## src/rtl/icache_refill_ctrl_pkg.sv

```systemverilog
`default_nettype none
// ============================================================================
//  Package     : icache_pkg
//  Description : Shared types and derived constants for the instruction-cache
//                refill controller. Holds the refill FSM state type and the
//                default block geometry (128-bit block, 32-bit IRAM word,
//                32-bit byte address).
//  Build macro : ICACHE_REFILL_CWF_EN (used by icache_refill_ctrl, not here)
//  Revision    : 1.0 - initial release
// ============================================================================
package icache_pkg;

    localparam int ICACHE_BLOCK_BITS = 128;
    localparam int ICACHE_WORD_BITS  = 32;
    localparam int ICACHE_PC_W       = 32;

    // Geometry derived from the defaults above
    localparam int NWORDS = ICACHE_BLOCK_BITS / ICACHE_WORD_BITS;
    localparam int OFF_W  = $clog2(ICACHE_BLOCK_BITS / 8);
    localparam int CNT_W  = $clog2(NWORDS);

    typedef enum logic [2:0] {
        IDLE  = 3'd0,
        REQ   = 3'd1,
        WAIT  = 3'd2,
        DRAIN = 3'd3,
        DONE  = 3'd4
    } refill_state_t;

endpackage : icache_pkg
`default_nettype wire

```

## src/rtl/icache_refill_ctrl_if.sv

```systemverilog
`default_nettype none
// ============================================================================
//  Interface   : icache_refill_ctrl_if
//  Description : IRAM read channel used by the refill controller.
//                iram_req    - read request, held with iram_addr until gnt
//                iram_addr   - word-aligned byte address
//                iram_gnt    - request accepted this cycle
//                iram_rvalid - iram_rdata valid (earliest cycle after gnt)
//                iram_rdata  - little-endian read word
//                modport master : refill controller side
//                modport slave  : IRAM side
//  Revision    : 1.0 - initial release
// ============================================================================
interface icache_refill_ctrl_if #(
    parameter int PC_W      = 32,
    parameter int WORD_BITS = 32
);

    logic                 iram_req;
    logic [PC_W-1:0]      iram_addr;
    logic                 iram_gnt;
    logic                 iram_rvalid;
    logic [WORD_BITS-1:0] iram_rdata;

    modport master (
        output iram_req,
        output iram_addr,
        input  iram_gnt,
        input  iram_rvalid,
        input  iram_rdata
    );

    modport slave (
        input  iram_req,
        input  iram_addr,
        output iram_gnt,
        output iram_rvalid,
        output iram_rdata
    );

endinterface : icache_refill_ctrl_if
`default_nettype wire

```

## src/rtl/icache_refill_buf.sv

```systemverilog
`default_nettype none
// ============================================================================
//  Module      : icache_refill_buf
//  Description : NWORDS-slot block register for the icache refill path.
//                Writes one IRAM word into an indexed slot and presents the
//                whole block in the cache byte layout: byte b of slot i lands
//                on block_out[WORD_BITS*i+8b +: 8] with the byte MSB at the
//                lowest index. All slots clear asynchronously on nrst.
//  Ports       : clk, nrst         - clock, async active-low reset
//                wr_en             - write wr_data into slot wr_idx
//                wr_idx, wr_data   - slot index and little-endian word
//                block_out         - assembled block [0:BLOCK_BITS-1]
//  Revision    : 1.0 - initial release
// ============================================================================
module icache_refill_buf #(
    parameter int BLOCK_BITS = 128,
    parameter int WORD_BITS  = 32,
    parameter int IDX_W      = 2
) (
    input  wire logic                  clk,
    input  wire logic                  nrst,
    input  wire logic                  wr_en,
    input  wire logic [IDX_W-1:0]      wr_idx,
    input  wire logic [WORD_BITS-1:0]  wr_data,
    output logic      [0:BLOCK_BITS-1] block_out
);

    localparam int c_nwords = BLOCK_BITS / WORD_BITS;
    localparam int c_nbytes = WORD_BITS / 8;

    logic [WORD_BITS-1:0] r_slot [c_nwords];

    always_ff @(posedge clk or negedge nrst) begin
        if (!nrst) begin
            for (int i = 0; i < c_nwords; i++) begin
                r_slot[i] <= '0;
            end
        end else if (wr_en) begin
            r_slot[wr_idx] <= wr_data;
        end
    end

    // Byte remap: the IRAM word is little-endian with descending bit order,
    // the cache block is ascending with the byte MSB first, so each byte
    // keeps its position but its bits are mirrored.
    for (genvar i = 0; i < c_nwords; i++) begin : g_slot
        for (genvar b = 0; b < c_nbytes; b++) begin : g_byte
            for (genvar j = 0; j < 8; j++) begin : g_bit
                assign block_out[WORD_BITS*i + 8*b + j] = r_slot[i][8*b + 7 - j];
            end
        end
    end

endmodule : icache_refill_buf
`default_nettype wire

```

## src/rtl/icache_refill_ctrl.sv

```systemverilog
`default_nettype none
// ============================================================================
//  Module      : icache_refill_ctrl
//  Description : Instruction-cache miss handler. On a fetch miss it reads one
//                cache block from IRAM word by word over req/gnt/rvalid,
//                assembles it in the cache byte layout and pulses cache_we
//                for one cycle with the block on block_out. Fetch is stalled
//                while the refill runs. A flush aborts the refill; an already
//                granted read is drained and discarded.
//  Build macro : ICACHE_REFILL_CWF_EN - critical word first: the refill
//                starts at the missing word and wraps inside the block.
//                Undefined: words are always fetched in slot order.
//  Ports       : clk, nrst          - clock, async active-low reset
//                fetch_valid, pc    - fetch request and its byte address
//                hit                - cache hit for pc
//                flush              - single-cycle refill abort
//                stall              - freeze fetch/pc
//                cache_we           - one-cycle cache write strobe
//                block_out          - assembled block, valid with cache_we
//                iram               - IRAM read channel (master modport)
//  Revision    : 1.0 - initial release
// ============================================================================
module icache_refill_ctrl
    import icache_pkg::*;
#(
    parameter int BLOCK_BITS = ICACHE_BLOCK_BITS,
    parameter int WORD_BITS  = ICACHE_WORD_BITS,
    parameter int PC_W       = ICACHE_PC_W
) (
    input  wire logic                  clk,
    input  wire logic                  nrst,
    input  wire logic                  fetch_valid,
    input  wire logic [PC_W-1:0]       pc,
    input  wire logic                  hit,
    input  wire logic                  flush,
    output logic                       stall,
    output logic                       cache_we,
    output logic      [0:BLOCK_BITS-1] block_out,
    icache_refill_ctrl_if.master       iram
);

    // Slot arithmetic relies on natural wrap, so the word count per block
    // must be a power of two (always true for power-of-two block/word sizes).
    localparam int c_nwords = BLOCK_BITS / WORD_BITS;
    localparam int c_off_w  = $clog2(BLOCK_BITS / 8);
    localparam int c_cnt_w  = $clog2(c_nwords);
    localparam int c_wb_w   = $clog2(WORD_BITS / 8);
    localparam int c_tag_w  = PC_W - c_off_w;

    localparam logic [c_cnt_w-1:0] c_last_beat = c_cnt_w'(c_nwords - 1);
    localparam logic [c_cnt_w-1:0] c_one       = c_cnt_w'(1);

    // ------------------------------------------------------------------
    // State and datapath registers
    // ------------------------------------------------------------------
    refill_state_t        r_state;
    logic [c_cnt_w-1:0]   r_beat_cnt;
    logic [c_tag_w-1:0]   r_miss_base;   // block-aligned miss address, offset bits dropped
    logic [c_cnt_w-1:0]   r_start;       // slot fetched on beat 0

    refill_state_t        w_state_nxt;
    logic [c_cnt_w-1:0]   w_beat_cnt_nxt;
    logic [c_tag_w-1:0]   w_miss_base_nxt;
    logic [c_cnt_w-1:0]   w_start_nxt;
    logic                 w_buf_we;
    logic [c_cnt_w-1:0]   w_slot;
    logic [c_cnt_w-1:0]   w_pc_start;
    logic                 w_miss;
    logic                 w_unused_pc;

    // ------------------------------------------------------------------
    // Beat-0 slot selection
    // ------------------------------------------------------------------
`ifdef ICACHE_REFILL_CWF_EN
    assign w_pc_start  = pc[c_off_w-1:c_wb_w];
    assign w_unused_pc = ^pc[c_wb_w-1:0];
`else
    assign w_pc_start  = '0;
    assign w_unused_pc = ^pc[c_off_w-1:0];
`endif

    // Slot for the current beat; wraps inside the block so the request
    // address can never leave it.
    assign w_slot = r_start + r_beat_cnt;
    assign w_miss = fetch_valid & ~hit;

    // ------------------------------------------------------------------
    // State register
    // ------------------------------------------------------------------
    always_ff @(posedge clk or negedge nrst) begin
        if (!nrst) begin
            r_state <= IDLE;
        end else begin
            r_state <= w_state_nxt;
        end
    end

    always_ff @(posedge clk or negedge nrst) begin
        if (!nrst) begin
            r_beat_cnt  <= '0;
            r_miss_base <= '0;
            r_start     <= '0;
        end else begin
            r_beat_cnt  <= w_beat_cnt_nxt;
            r_miss_base <= w_miss_base_nxt;
            r_start     <= w_start_nxt;
        end
    end

    // ------------------------------------------------------------------
    // Next-state and output logic
    // ------------------------------------------------------------------
    always_comb begin
        w_state_nxt     = r_state;
        w_beat_cnt_nxt  = r_beat_cnt;
        w_miss_base_nxt = r_miss_base;
        w_start_nxt     = r_start;
        w_buf_we        = 1'b0;
        stall           = 1'b0;
        cache_we        = 1'b0;
        iram.iram_req   = 1'b0;
        iram.iram_addr  = '0;

        case (r_state)
            IDLE: begin
                // Stall already in the miss cycle so fetch holds pc
                stall = w_miss;
                if (w_miss && !flush) begin
                    w_miss_base_nxt = pc[PC_W-1:c_off_w];
                    w_start_nxt     = w_pc_start;
                    w_beat_cnt_nxt  = '0;
                    w_state_nxt     = REQ;
                end
            end

            REQ: begin
                stall          = 1'b1;
                iram.iram_req  = 1'b1;
                iram.iram_addr = {r_miss_base, w_slot, {c_wb_w{1'b0}}};
                if (flush) begin
                    // A granted read still owes us an rvalid; drain it so it
                    // cannot be mistaken for data of a later refill.
                    w_state_nxt = iram.iram_gnt ? DRAIN : IDLE;
                end else if (iram.iram_gnt) begin
                    w_state_nxt = WAIT;
                end
            end

            WAIT: begin
                stall = 1'b1;
                if (flush) begin
                    w_state_nxt = iram.iram_rvalid ? IDLE : DRAIN;
                end else if (iram.iram_rvalid) begin
                    w_buf_we = 1'b1;
                    if (r_beat_cnt == c_last_beat) begin
                        w_state_nxt = DONE;
                    end else begin
                        w_beat_cnt_nxt = r_beat_cnt + c_one;
                        w_state_nxt    = REQ;
                    end
                end
            end

            DRAIN: begin
                stall = 1'b1;
                if (iram.iram_rvalid) begin
                    w_state_nxt = IDLE;
                end
            end

            DONE: begin
                // Block is complete for miss_base, so a flush here is moot.
                // Stall is released: the cache forwards block_out this cycle.
                cache_we    = 1'b1;
                w_state_nxt = IDLE;
            end

            default: begin
                w_state_nxt = IDLE;
            end
        endcase
    end

    // ------------------------------------------------------------------
    // Block assembly
    // ------------------------------------------------------------------
    icache_refill_buf #(
        .BLOCK_BITS (BLOCK_BITS),
        .WORD_BITS  (WORD_BITS),
        .IDX_W      (c_cnt_w)
    ) u_buf (
        .clk       (clk),
        .nrst      (nrst),
        .wr_en     (w_buf_we),
        .wr_idx    (w_slot),
        .wr_data   (iram.iram_rdata),
        .block_out (block_out)
    );

endmodule : icache_refill_ctrl
`default_nettype wire

```

## src/flat_wrapper.sv

```systemverilog
// flat-port wrapper written by rule: the top's interface ports become plain ports
module icache_refill_ctrl_flat import icache_pkg::*;
#(
    parameter int BLOCK_BITS = ICACHE_BLOCK_BITS,
    parameter int WORD_BITS  = ICACHE_WORD_BITS,
    parameter int PC_W       = ICACHE_PC_W
)
  (clk, nrst, fetch_valid, pc, hit, flush, stall, cache_we, block_out, iram_iram_req, iram_iram_addr, iram_iram_gnt, iram_iram_rvalid, iram_iram_rdata);
  icache_refill_ctrl_if #(.PC_W(PC_W), .WORD_BITS(WORD_BITS)) iram_i ();
  input  wire logic clk;
  input  wire logic nrst;
  input  wire logic fetch_valid;
  input  wire logic [PC_W-1:0] pc;
  input  wire logic hit;
  input  wire logic flush;
  output logic stall;
  output logic cache_we;
  output logic      [0:BLOCK_BITS-1] block_out;
  output wire logic [$bits(iram_i.iram_req)-1:0] iram_iram_req;
  output wire logic [$bits(iram_i.iram_addr)-1:0] iram_iram_addr;
  input wire logic [$bits(iram_i.iram_gnt)-1:0] iram_iram_gnt;
  input wire logic [$bits(iram_i.iram_rvalid)-1:0] iram_iram_rvalid;
  input wire logic [$bits(iram_i.iram_rdata)-1:0] iram_iram_rdata;
  assign iram_iram_req = iram_i.iram_req;
  assign iram_iram_addr = iram_i.iram_addr;
  assign iram_i.iram_gnt = iram_iram_gnt;
  assign iram_i.iram_rvalid = iram_iram_rvalid;
  assign iram_i.iram_rdata = iram_iram_rdata;
  icache_refill_ctrl #(.BLOCK_BITS(BLOCK_BITS), .WORD_BITS(WORD_BITS), .PC_W(PC_W)) u_core (.clk(clk), .nrst(nrst), .fetch_valid(fetch_valid), .pc(pc), .hit(hit), .flush(flush), .stall(stall), .cache_we(cache_we), .block_out(block_out), .iram(iram_i));
endmodule
```

## config.mk

```make
export PLATFORM = sky130hd
export DESIGN_NAME = icache_refill_ctrl_flat
export DESIGN_NICKNAME = d
export VERILOG_FILES = /design/src/rtl/icache_refill_ctrl_pkg.sv /design/src/rtl/icache_refill_ctrl_if.sv /design/src/rtl/icache_refill_buf.sv /design/src/rtl/icache_refill_ctrl.sv /design/src/flat_wrapper.sv
export SDC_FILE = /design/constraint.sdc
export NUM_CORES = 1
export LEC_CHECK = 0
export ABC_AREA = 0
export CAP_MARGIN = 15
export CELL_PAD_IN_SITES_DETAIL_PLACEMENT = 1
export CELL_PAD_IN_SITES_GLOBAL_PLACEMENT = 2
export CORE_ASPECT_RATIO = 2
export CORE_MARGIN = 2
export CORE_UTILIZATION = 29
export DETAILED_ROUTE_END_ITERATION = 10
export GPL_TIMING_DRIVEN = 0
export PLACE_DENSITY_LB_ADDON = 0.05
export SLEW_MARGIN = 5
export SYNTH_ARGS = -nofsm -noshare
export SYNTH_HDL_FRONTEND = slang
export SYNTH_HIERARCHICAL = 1
export SYNTH_SLANG_ARGS = --single-unit
```

## constraint.sdc

```tcl
create_clock -name clk -period 2.9 [get_ports clk]
set_input_delay 0.58 -clock clk [delete_from_list [all_inputs] [get_ports clk]]
set_output_delay 0.58 -clock clk [all_outputs]
set_load 0.1 [all_outputs]
```

==> impl_metrics.json, run 1 <==
{
  "cts_made_buffers": 17,
  "rr_worst_depth": 6,
  "h-tree-depth": 4,
  "io_buffer_count": 226,
  "drtAntennaViolNets": 0,
  "wl_met3_mm": 1.33,
  "drtIter0Drc": 96,
  "syn_to_final_growth_pct": 49.4,
  "fin_ws_ns": 0.165,
  "die_area_sq_um": 23300,
  "critPathMaxFanout": 10,
  "cp.required_ns": 2.32,
  "synthTopCellsByArea": "dfrtp_1, mux2_2, and2_1, buf_2, buf_4",
  "finalHoldViolations": 0,
  "max_stage_delay_ns": 0.58,
  "ys_ff_latch": 161,
  "grt_pass1_wl_mm": 28.5,
  "skew_ns": 0.00650,
  "drive_gt1_share_pct": 35.8,
  "crit_start": "u_core/r_state[1]$_DFFE_PN0P_",
  "coreArea_sq_um": 21600,
  "clock-sinks": 161,
  "finalMaxSlewViolations": 0,
  "syn_inst": 410,
  "wl_met2_mm": 10.5,
  "synthFlopType": "dfrtp_1",
  "grt_max_degree": 93,
  "track_usage_pct": 16.7,
  "viasPerCell": 4.53,
  "cp_cell_sequence": "nand2b_1 -> nor2_1 -> clkbuf_2 -> clkdlybuf4s15_2",
  "worst_pin_slew_ns": 1.06,
  "cts.clk_slew.worst_paths_ns": 0.06,
  "cts_tree": "built",
  "cap_violations": 0,
  "cts_setup_buffers": 0,
  "rows": 76,
  "timing.final.crit_share_pct": 94.3,
  "grt_pass1_vias": 4841,
  "drt-wirelength-per-cell_um": 19.6,
  "synth_edf_count": 0,
  "tns_ns": 0,
  "regArea_sq_um": 4030,
  "grt_setup_unrepaired": "no",
  "dp_hpwl_mm": 13.6,
  "clk_path_buf_depth": 2,
  "fillers": 2250,
  "diodes": 0,
  "whs_ns": 0.0941,
  "wl_mm": 18.4,
  "cp-start-kind": "flip-flop",
  "dp_cells": 911,
  "timing.reg2reg.setup_slack_ns": 0.35,
  "hold_buffers": 0,
  "end_kind": "output port",
  "grt-ovfl-total": 0,
  "path_class": "flip-flop to output port",
  "status": "complete, no violations",
  "r2r-end": "u_core/u_buf/block_out[10]$_DFFE_PN0P_",
  "highest-signal-layer": "met4",
  "arrival_ns": 2.16,
  "ys_async_sr_fraction_pct": 100,
  "netlist_area_sq_um": 6390,
  "ios": 234,
  "fin_cells": 941,
  "r2r_start": "u_core/r_state[2]$_DFFE_PN0P_",
  "layout_min_cycle_time_ns": 2.74,
  "setup_viol_count_final": 0,
  "hold_path_class": "input pin to async pin",
  "wl_met1_mm": 6.34,
  "final_common_cell": "clkdlybuf4s50_1",
  "layout_common_cells": "clkdlybuf4s50_1, dfrtp_1, mux2_2",
  "root_buffer": "clkbuf_16",
  "place_congestion": 0.695,
  "yosysWarnings": 6,
  "fin_nets": 729,
  "fp.dieW_um": 109,
  "multi_input_area_sq_um": 2220,
  "timing.fmax_mhz": 366,
  "crit_slowest_cell": "clkdlybuf4s15_2",
  "ys_seq_area_share_pct": 63.1,
  "yosysTopAreaCellShare_pct": 63.1,
  "firstDrtPassIters": 4,
  "die_h_um": 214,
  "clock_latency_ns": 0.43,
  "grt_antenna_before_repair": 0,
  "ys_types": 34,
  "maxSlewHeadroom_pct": 29.0,
  "drc": 0,
  "syn-mean-instance-area_sq_um": 15.6,
  "num_vias": 4261,
  "initial_utilization_pct": 29.6,
  "preCtsSetupSlack_ns": -0.339,
  "yosys.area.top_type": "dfrtp_1"
}
sequential cells by signal, indices dropped and copies added, names as in the netlist:
register and count:
u_core/u_buf/block_out 128, u_core/r_miss_base 28, u_core/r_beat_cnt 2, u_core/r_state 3
area by class of cell:
class                   count  area share (%)
plain buffers              22            1.45
clock buffers              26            5.33
well taps                 273            3.58
repair buffers            227            23.0
flip-flops and latches    161            42.2
multi-input cells         226            23.3
clock inverters             4            1.02
inverters                   2          0.0786
stage by stage:
stage / area [sq um] / utilization, %
final: 9550 / 44.2
after floorplan: 6390 / -
after CTS: 9540 / 44.2
after detailed placement: 9030 / 41.8
after global placement: 9000 / 41.7
after global routing: 9550 / 44.2
how the worst max path moves through the flow:
| stage | endpoint | slack [ns] | depth (start not counted) |
|---|---|---|---|
| finish | iram_iram_req | 0.16 | 4 |
| CTS | iram_iram_addr[17] | 0.05 | 5 |
| global placement | u_core/u_buf/block_out[117]$_DFFE_PN0P_ | -5.48 | 1 |
| detailed placement | iram_iram_addr[15] | -0.34 | 5 |
| floorplan | stall | 0.15 | 2 |
| global route | iram_iram_req | 0.03 | 4 |
per-layer routing:
layer  vias up  GRT usage [%]
met4         0           5.26
met5         -              0
met2       131           31.0
li1       1917              -
met3        18           6.76
met1      2195           16.2
what timing repair did:
action,CTS,global route
pin swaps,0,0
gates resized for setup,173,4
setup endpoints to repair,33,16
cloned,0,0
cells in the mapped netlist, drive strengths merged (2+ instances only):
| library cell | n |
|---|---|
| nor2b | 2 |
| nor2 | 4 |
| nand3b | 2 |
| nand3 | 2 |
| nand2 | 3 |
| buf | 19 |
| inv | 2 |
| dfrtp | 161 |
| clkbuf | 3 |
| mux2 | 158 |
| and2 | 31 |
| nor3 | 2 |
| nand2b | 3 |
| nor3b | 4 |
kinds of logic after synthesis:
logic type                 synth area share [%]
AOI/OAI and AO/OA                          1.06
adders and majority gates                 0.196
buffers and inverters                      2.23
DFF                                        63.1
muxes                                      27.8
other                                    0.0587
and+or+nand+nor                            5.56
worst max-delay path: cells and delay by family, from the launching register on:
kind | cells | cell delay, ns
simple gates | 2 | 0.46
buf+inv | 2 | 0.84
flops | 1 | 0.43
Power of run 1 is not shown: default switching activity piles up to over one toggle a cycle in this logic, so the estimate is an artifact.
==> run 2, diff against run 1 <==
- HOLD_SLACK_MARGIN: unset -> 0.02
- PLACE_DENSITY: unset -> 0.8
- PLACE_DENSITY_LB_ADDON: 0.05 -> unset
- SKIP_LAST_GASP: unset -> 1
==> impl_metrics.json, run 2 (synthesis results as in run 1) <==
{
  "status": "complete, no violations",
  "num_vias": 4334,
  "place_congestion": 0.772,
  "fillers": 2204,
  "cp-start-kind": "flip-flop",
  "cts.clk_slew.worst_paths_ns": 0.07,
  "critPathMaxFanout": 10,
  "track_usage_pct": 17.4,
  "dp_hpwl_mm": 14.7,
  "cts_tree": "built",
  "rr_worst_depth": 6,
  "timing.final.crit_share_pct": 96.5,
  "grt-ovfl-total": 0,
  "r2r-end": "u_core/u_buf/block_out[8]$_DFFE_PN0P_",
  "initial_utilization_pct": 29.6,
  "post_cts_resize_count": 142,
  "cp_cell_sequence": "nand2b_1 -> nor2_1 -> clkbuf_2 -> and2_1 -> buf_2",
  "maxSlewHeadroom_pct": 28.6,
  "max_stage_delay_ns": 0.45,
  "wl_mm": 19.3,
  "ios": 234,
  "cts_setup_buffers": 0,
  "preCtsSetupSlack_ns": -0.323,
  "crit_slowest_cell": "dfrtp_1",
  "clock_latency_ns": 0.43,
  "die_area_sq_um": 23300,
  "coreArea_sq_um": 21600,
  "viasPerCell": 4.58,
  "cts_made_buffers": 17,
  "fp.dieW_um": 109,
  "placed_area_sq_um": 9030,
  "drtIter0Drc": 115,
  "drt-wirelength-per-cell_um": 20.4,
  "largest_reg_flops": 128,
  "h-tree-depth": 4,
  "end_kind": "output port",
  "cap_violations": 0,
  "path_class": "flip-flop to output port",
  "finalInstanceArea_sq_um": 9570,
  "io_buffer_count": 226,
  "syn_to_final_growth_pct": 49.7,
  "cp.required_ns": 2.32,
  "multi_input_area_sq_um": 2220,
  "finalMaxSlewViolations": 0,
  "layout_common_cells": "clkdlybuf4s50_1, dfrtp_1, mux2_2",
  "drc": 0,
  "clk_path_buf_depth": 2,
  "die_h_um": 214,
  "grt_max_degree": 85,
  "hold_buffers": 0,
  "arrival_ns": 2.22,
  "drtAntennaViolNets": 0,
  "grt_pass1_vias": 5049,
  "timing.fmax_mhz": 357,
  "worst_pin_slew_ns": 1.07,
  "grt_pass1_wl_mm": 29.4,
  "timing.reg2reg.setup_slack_ns": 0.26,
  "grt_setup_unrepaired": "yes",
  "clock-sinks": 161,
  "rows": 76,
  "firstDrtPassIters": 5,
  "root_buffer": "clkbuf_16",
  "regArea_sq_um": 4030,
  "skew_ns": 0.00669,
  "hold_path_class": "input pin to async pin",
  "whs_ns": 0.121,
  "drive_gt1_share_pct": 36.3,
  "layout_min_cycle_time_ns": 2.80,
  "fin_ws_ns": 0.102,
  "setup_viol_count_final": 0,
  "finalHoldViolations": 0,
  "grt_antenna_before_repair": 3,
  "final_common_cell": "clkdlybuf4s50_1",
  "fin_nets": 729,
  "fin_util_pct": 44.3,
  "r2r_start": "u_core/r_state[2]$_DFFE_PN0P_"
}
-- run 2: cell types whose count changed in the layout (fill, tap and decap cells not counted), sizes merged --
cell / change
buf: -19
clkbuf: +15
clkinv: +3
diode: +3
inv: +3
-- run 2: how the worst max path moves through the flow --
stage / start / to / slack [ns] / cells after the start
2_1_floorplan: hit / stall / 0.15 / 2
3_3_place_gp: nrst / u_core/r_miss_base[24]$_DFFE_PN0P_ / -5.03 / 1
3_5_place_dp: u_core/r_state[1]$_DFFE_PN0P_ / iram_iram_addr[2] / -0.32 / 5
4_1_cts: u_core/r_state[1]$_DFFE_PN0P_ / iram_iram_addr[5] / -0.24 / 5
5_1_grt: u_core/r_state[1]$_DFFE_PN0P_ / iram_iram_addr[5] / -0.03 / 5
6_report: u_core/r_state[1]$_DFFE_PN0P_ / iram_iram_addr[5] / 0.10 / 5
-- run 2: cell type report --
type                            instances  share of cell area [%]
Sequential cell                       161                    42.1
Multi-Input combinational cell        226                    23.2
Timing Repair Buffer                  227                    23.0
Clock buffer                           22                    4.96
Tap cell                              273                    3.57
Clock inverter                         10                    1.53
Buffer                                 22                    1.45
Inverter                                2                  0.0785
Antenna cell                            3                  0.0785
-- run 2: metal layers --
| metal | up-vias | part of all wire (%) | track usage, % |
|---|---|---|---|
| met1 | 2226 | 31 | 15.3 |
| met2 | 138 | 59 | 33.4 |
| met4 | 0 | 5.4 | 10.9 |
| met5 | - | 0 | 0 |
| met3 | 46 | 4.4 | 4.14 |
| li1 | 1924 | - | - |
-- run 2: critical path, delay by kind of cell (launching register included) --
kind                   cells  cell delay, ns
flip-flops                 1            0.45
buffers and inverters      2            0.73
AND/OR/NAND/NOR            3            0.61
-- run 2: metrics by stage --
| step | TNS (ns) | std cells |
|---|---|---|
| floorplan | 0 | 411 |
| global placement | -810.55 | 910 |
| detailed placement | -6.34 | 911 |
| CTS | -0.866 | 943 |
| global route | -0.0493 | 946 |
| finish | 0 | 946 |
Power of run 2 is left out for the same reason.
==> run 3, diff against run 2 <==
- CORE_MARGIN: 2 -> 1.5
==> impl_metrics.json, run 3 (synthesis results as in run 1) <==
{
  "timing.fmax_mhz": 361,
  "r2r_start": "u_core/r_state[2]$_DFFE_PN0P_",
  "multi_input_area_sq_um": 2220,
  "regArea_sq_um": 4030,
  "track_usage_pct": 17.2,
  "syn_to_final_growth_pct": 49.1,
  "coreArea_sq_um": 21600,
  "grt-ovfl-total": 0,
  "drtIter0Drc": 75,
  "drc": 0,
  "drtAntennaViolNets": 0,
  "globalRoute.busiestLayer": "met2",
  "crit_cells": 5,
  "maxSlewHeadroom_pct": 28.0,
  "hold_buffers": 0,
  "rows": 76,
  "ios": 234,
  "root_buffer": "clkbuf_16",
  "io_buffer_count": 226,
  "cap_violations": 0,
  "r2r-end": "u_core/u_buf/block_out[26]$_DFFE_PN0P_",
  "cts.clk_slew.worst_paths_ns": 0.06,
  "timing.reg2reg.setup_slack_ns": 0.27,
  "setup_viol_count_final": 0,
  "largest_reg_flops": 128,
  "finalMaxSlewViolations": 0,
  "place_congestion": 0.779,
  "fillers": 2234,
  "grt.met3_usage_pct": 4.46,
  "crit_start": "u_core/r_state[1]$_DFFE_PN0P_",
  "cp_cell_sequence": "nand2b_1 -> nor2_1 -> buf_1 -> and2_1 -> clkbuf_4",
  "status": "complete, no violations",
  "crit_slowest_cell": "dfrtp_1",
  "clock-sinks": 161,
  "fin_nets": 729,
  "crit_buf_inv": 2,
  "initial_utilization_pct": 29.6,
  "arrival_ns": 2.19,
  "grt_antenna_before_repair": 0,
  "viasPerCell": 4.56,
  "cp-start-kind": "flip-flop",
  "grt_pass1_wl_mm": 29.0,
  "grt_pass1_vias": 5025,
  "layout_common_cells": "clkdlybuf4s50_1, dfrtp_1, mux2_2",
  "max_stage_delay_ns": 0.44,
  "rr_worst_depth": 6,
  "skew_ns": 0.0101,
  "cts_made_buffers": 17,
  "cp.required_ns": 2.32,
  "cts_tree": "built",
  "hold_path_class": "input pin to async pin",
  "end_kind": "output port",
  "whs_ns": 0.0580,
  "fp.dieW_um": 108,
  "grt_max_degree": 106,
  "grt_setup_unrepaired": "yes",
  "h-tree-depth": 4,
  "num_vias": 4299,
  "clk_path_buf_depth": 2,
  "firstDrtPassIters": 4,
  "cp-endpoint": "iram_iram_addr[6]",
  "tns_ns": 0,
  "drt-wirelength-per-cell_um": 19.9,
  "diodes": 0,
  "critPathMaxFanout": 10,
  "die_area_sq_um": 23000,
  "use_met1_pct": 16.1,
  "cp_top_family": "buffers and inverters",
  "worst_pin_slew_ns": 1.08,
  "drive_gt1_share_pct": 36.1,
  "finalHoldViolations": 0,
  "final_common_cell": "clkdlybuf4s50_1",
  "timing.final.crit_share_pct": 95.4,
  "path_class": "flip-flop to output port",
  "met2_usage_pct": 33.3,
  "clock_latency_ns": 0.43,
  "wl_mm": 18.8,
  "dp_hpwl_mm": 14.3,
  "die_h_um": 213,
  "layout_min_cycle_time_ns": 2.77
}
run 3: cell count changes in the layout (fill, tap and decap cells not counted), moves of 2 or more:
cell | previous run | this run
buf_4 | 6 | 12
clkbuf_4 | 19 | 13
diode_2 | 3 | 0
clkbuf_2 | 3 | 1
clkinv_2 | 1 | 3
clkinvlp_4 | 1 | 3
run 3: what timing repair did:
item / in CTS / in global routing
gates resized for setup: 142 / 32
endpoints found under the setup margin: 33 / 24
setup buffers: 0 / 0
run 3: worst reg2reg max path, stage by stage, from the launching register on:
cell	delay, ns
dfrtp_1	0.37
buf_6	0.14
or3b_4	0.42
nor3b_1	0.43
nor3b_2	0.48
buf_4	0.31
mux2_2	0.37
run 3: per-stage QoR:
| stage | area (sq um) | std cells | util [%] | setup WS, ns |
|---|---|---|---|---|
| 6_report | 9530 | 943 | 44.1 | 0.133 |
| 5_1_grt | 9530 | 943 | 44.1 | -0.0452 |
| 4_1_cts | 9550 | 943 | 44.3 | -0.157 |
| 3_5_place_dp | 9030 | 911 | 41.8 | -0.268 |
| 3_3_place_gp | 9000 | 910 | 41.7 | -4.96 |
| 2_1_floorplan | 6390 | 411 | - | 0.154 |
run 3: cell type report:
type                            instances  area share [%]
Sequential cell                       161            42.3
Clock inverter                         12            1.39
Tap cell                              273            3.59
Multi-Input combinational cell        226            23.3
Buffer                                 22            1.43
Timing Repair Buffer                  227            23.1
Inverter                                2          0.0788
Clock buffer                           20            4.79
run 3: worst min path at each step:
stage / from / cells after the start / end / slack, ns
after floorplan: nrst / 0 / u_core/r_beat_cnt[0]$_DFFE_PN0P_ / 0.28
after global placement: u_core/r_miss_base[8]$_DFFE_PN0P_ / 1 / u_core/r_miss_base[8]$_DFFE_PN0P_ / 0.48
after detailed placement: u_core/u_buf/block_out[2]$_DFFE_PN0P_ / 1 / u_core/u_buf/block_out[2]$_DFFE_PN0P_ / 0.49
after CTS: nrst / 1 / u_core/u_buf/block_out[50]$_DFFE_PN0P_ / 0.06
after global routing: nrst / 1 / u_core/u_buf/block_out[35]$_DFFE_PN0P_ / 0.07
final: nrst / 1 / u_core/u_buf/block_out[35]$_DFFE_PN0P_ / 0.06
run 3: routing by layer:
metal	vias up	wire length, um
met5	-	0
met4	0	674
met2	137	11200
li1	1923	-
met1	2210	6040
met3	29	825
Power of run 3 is left out for the same reason.
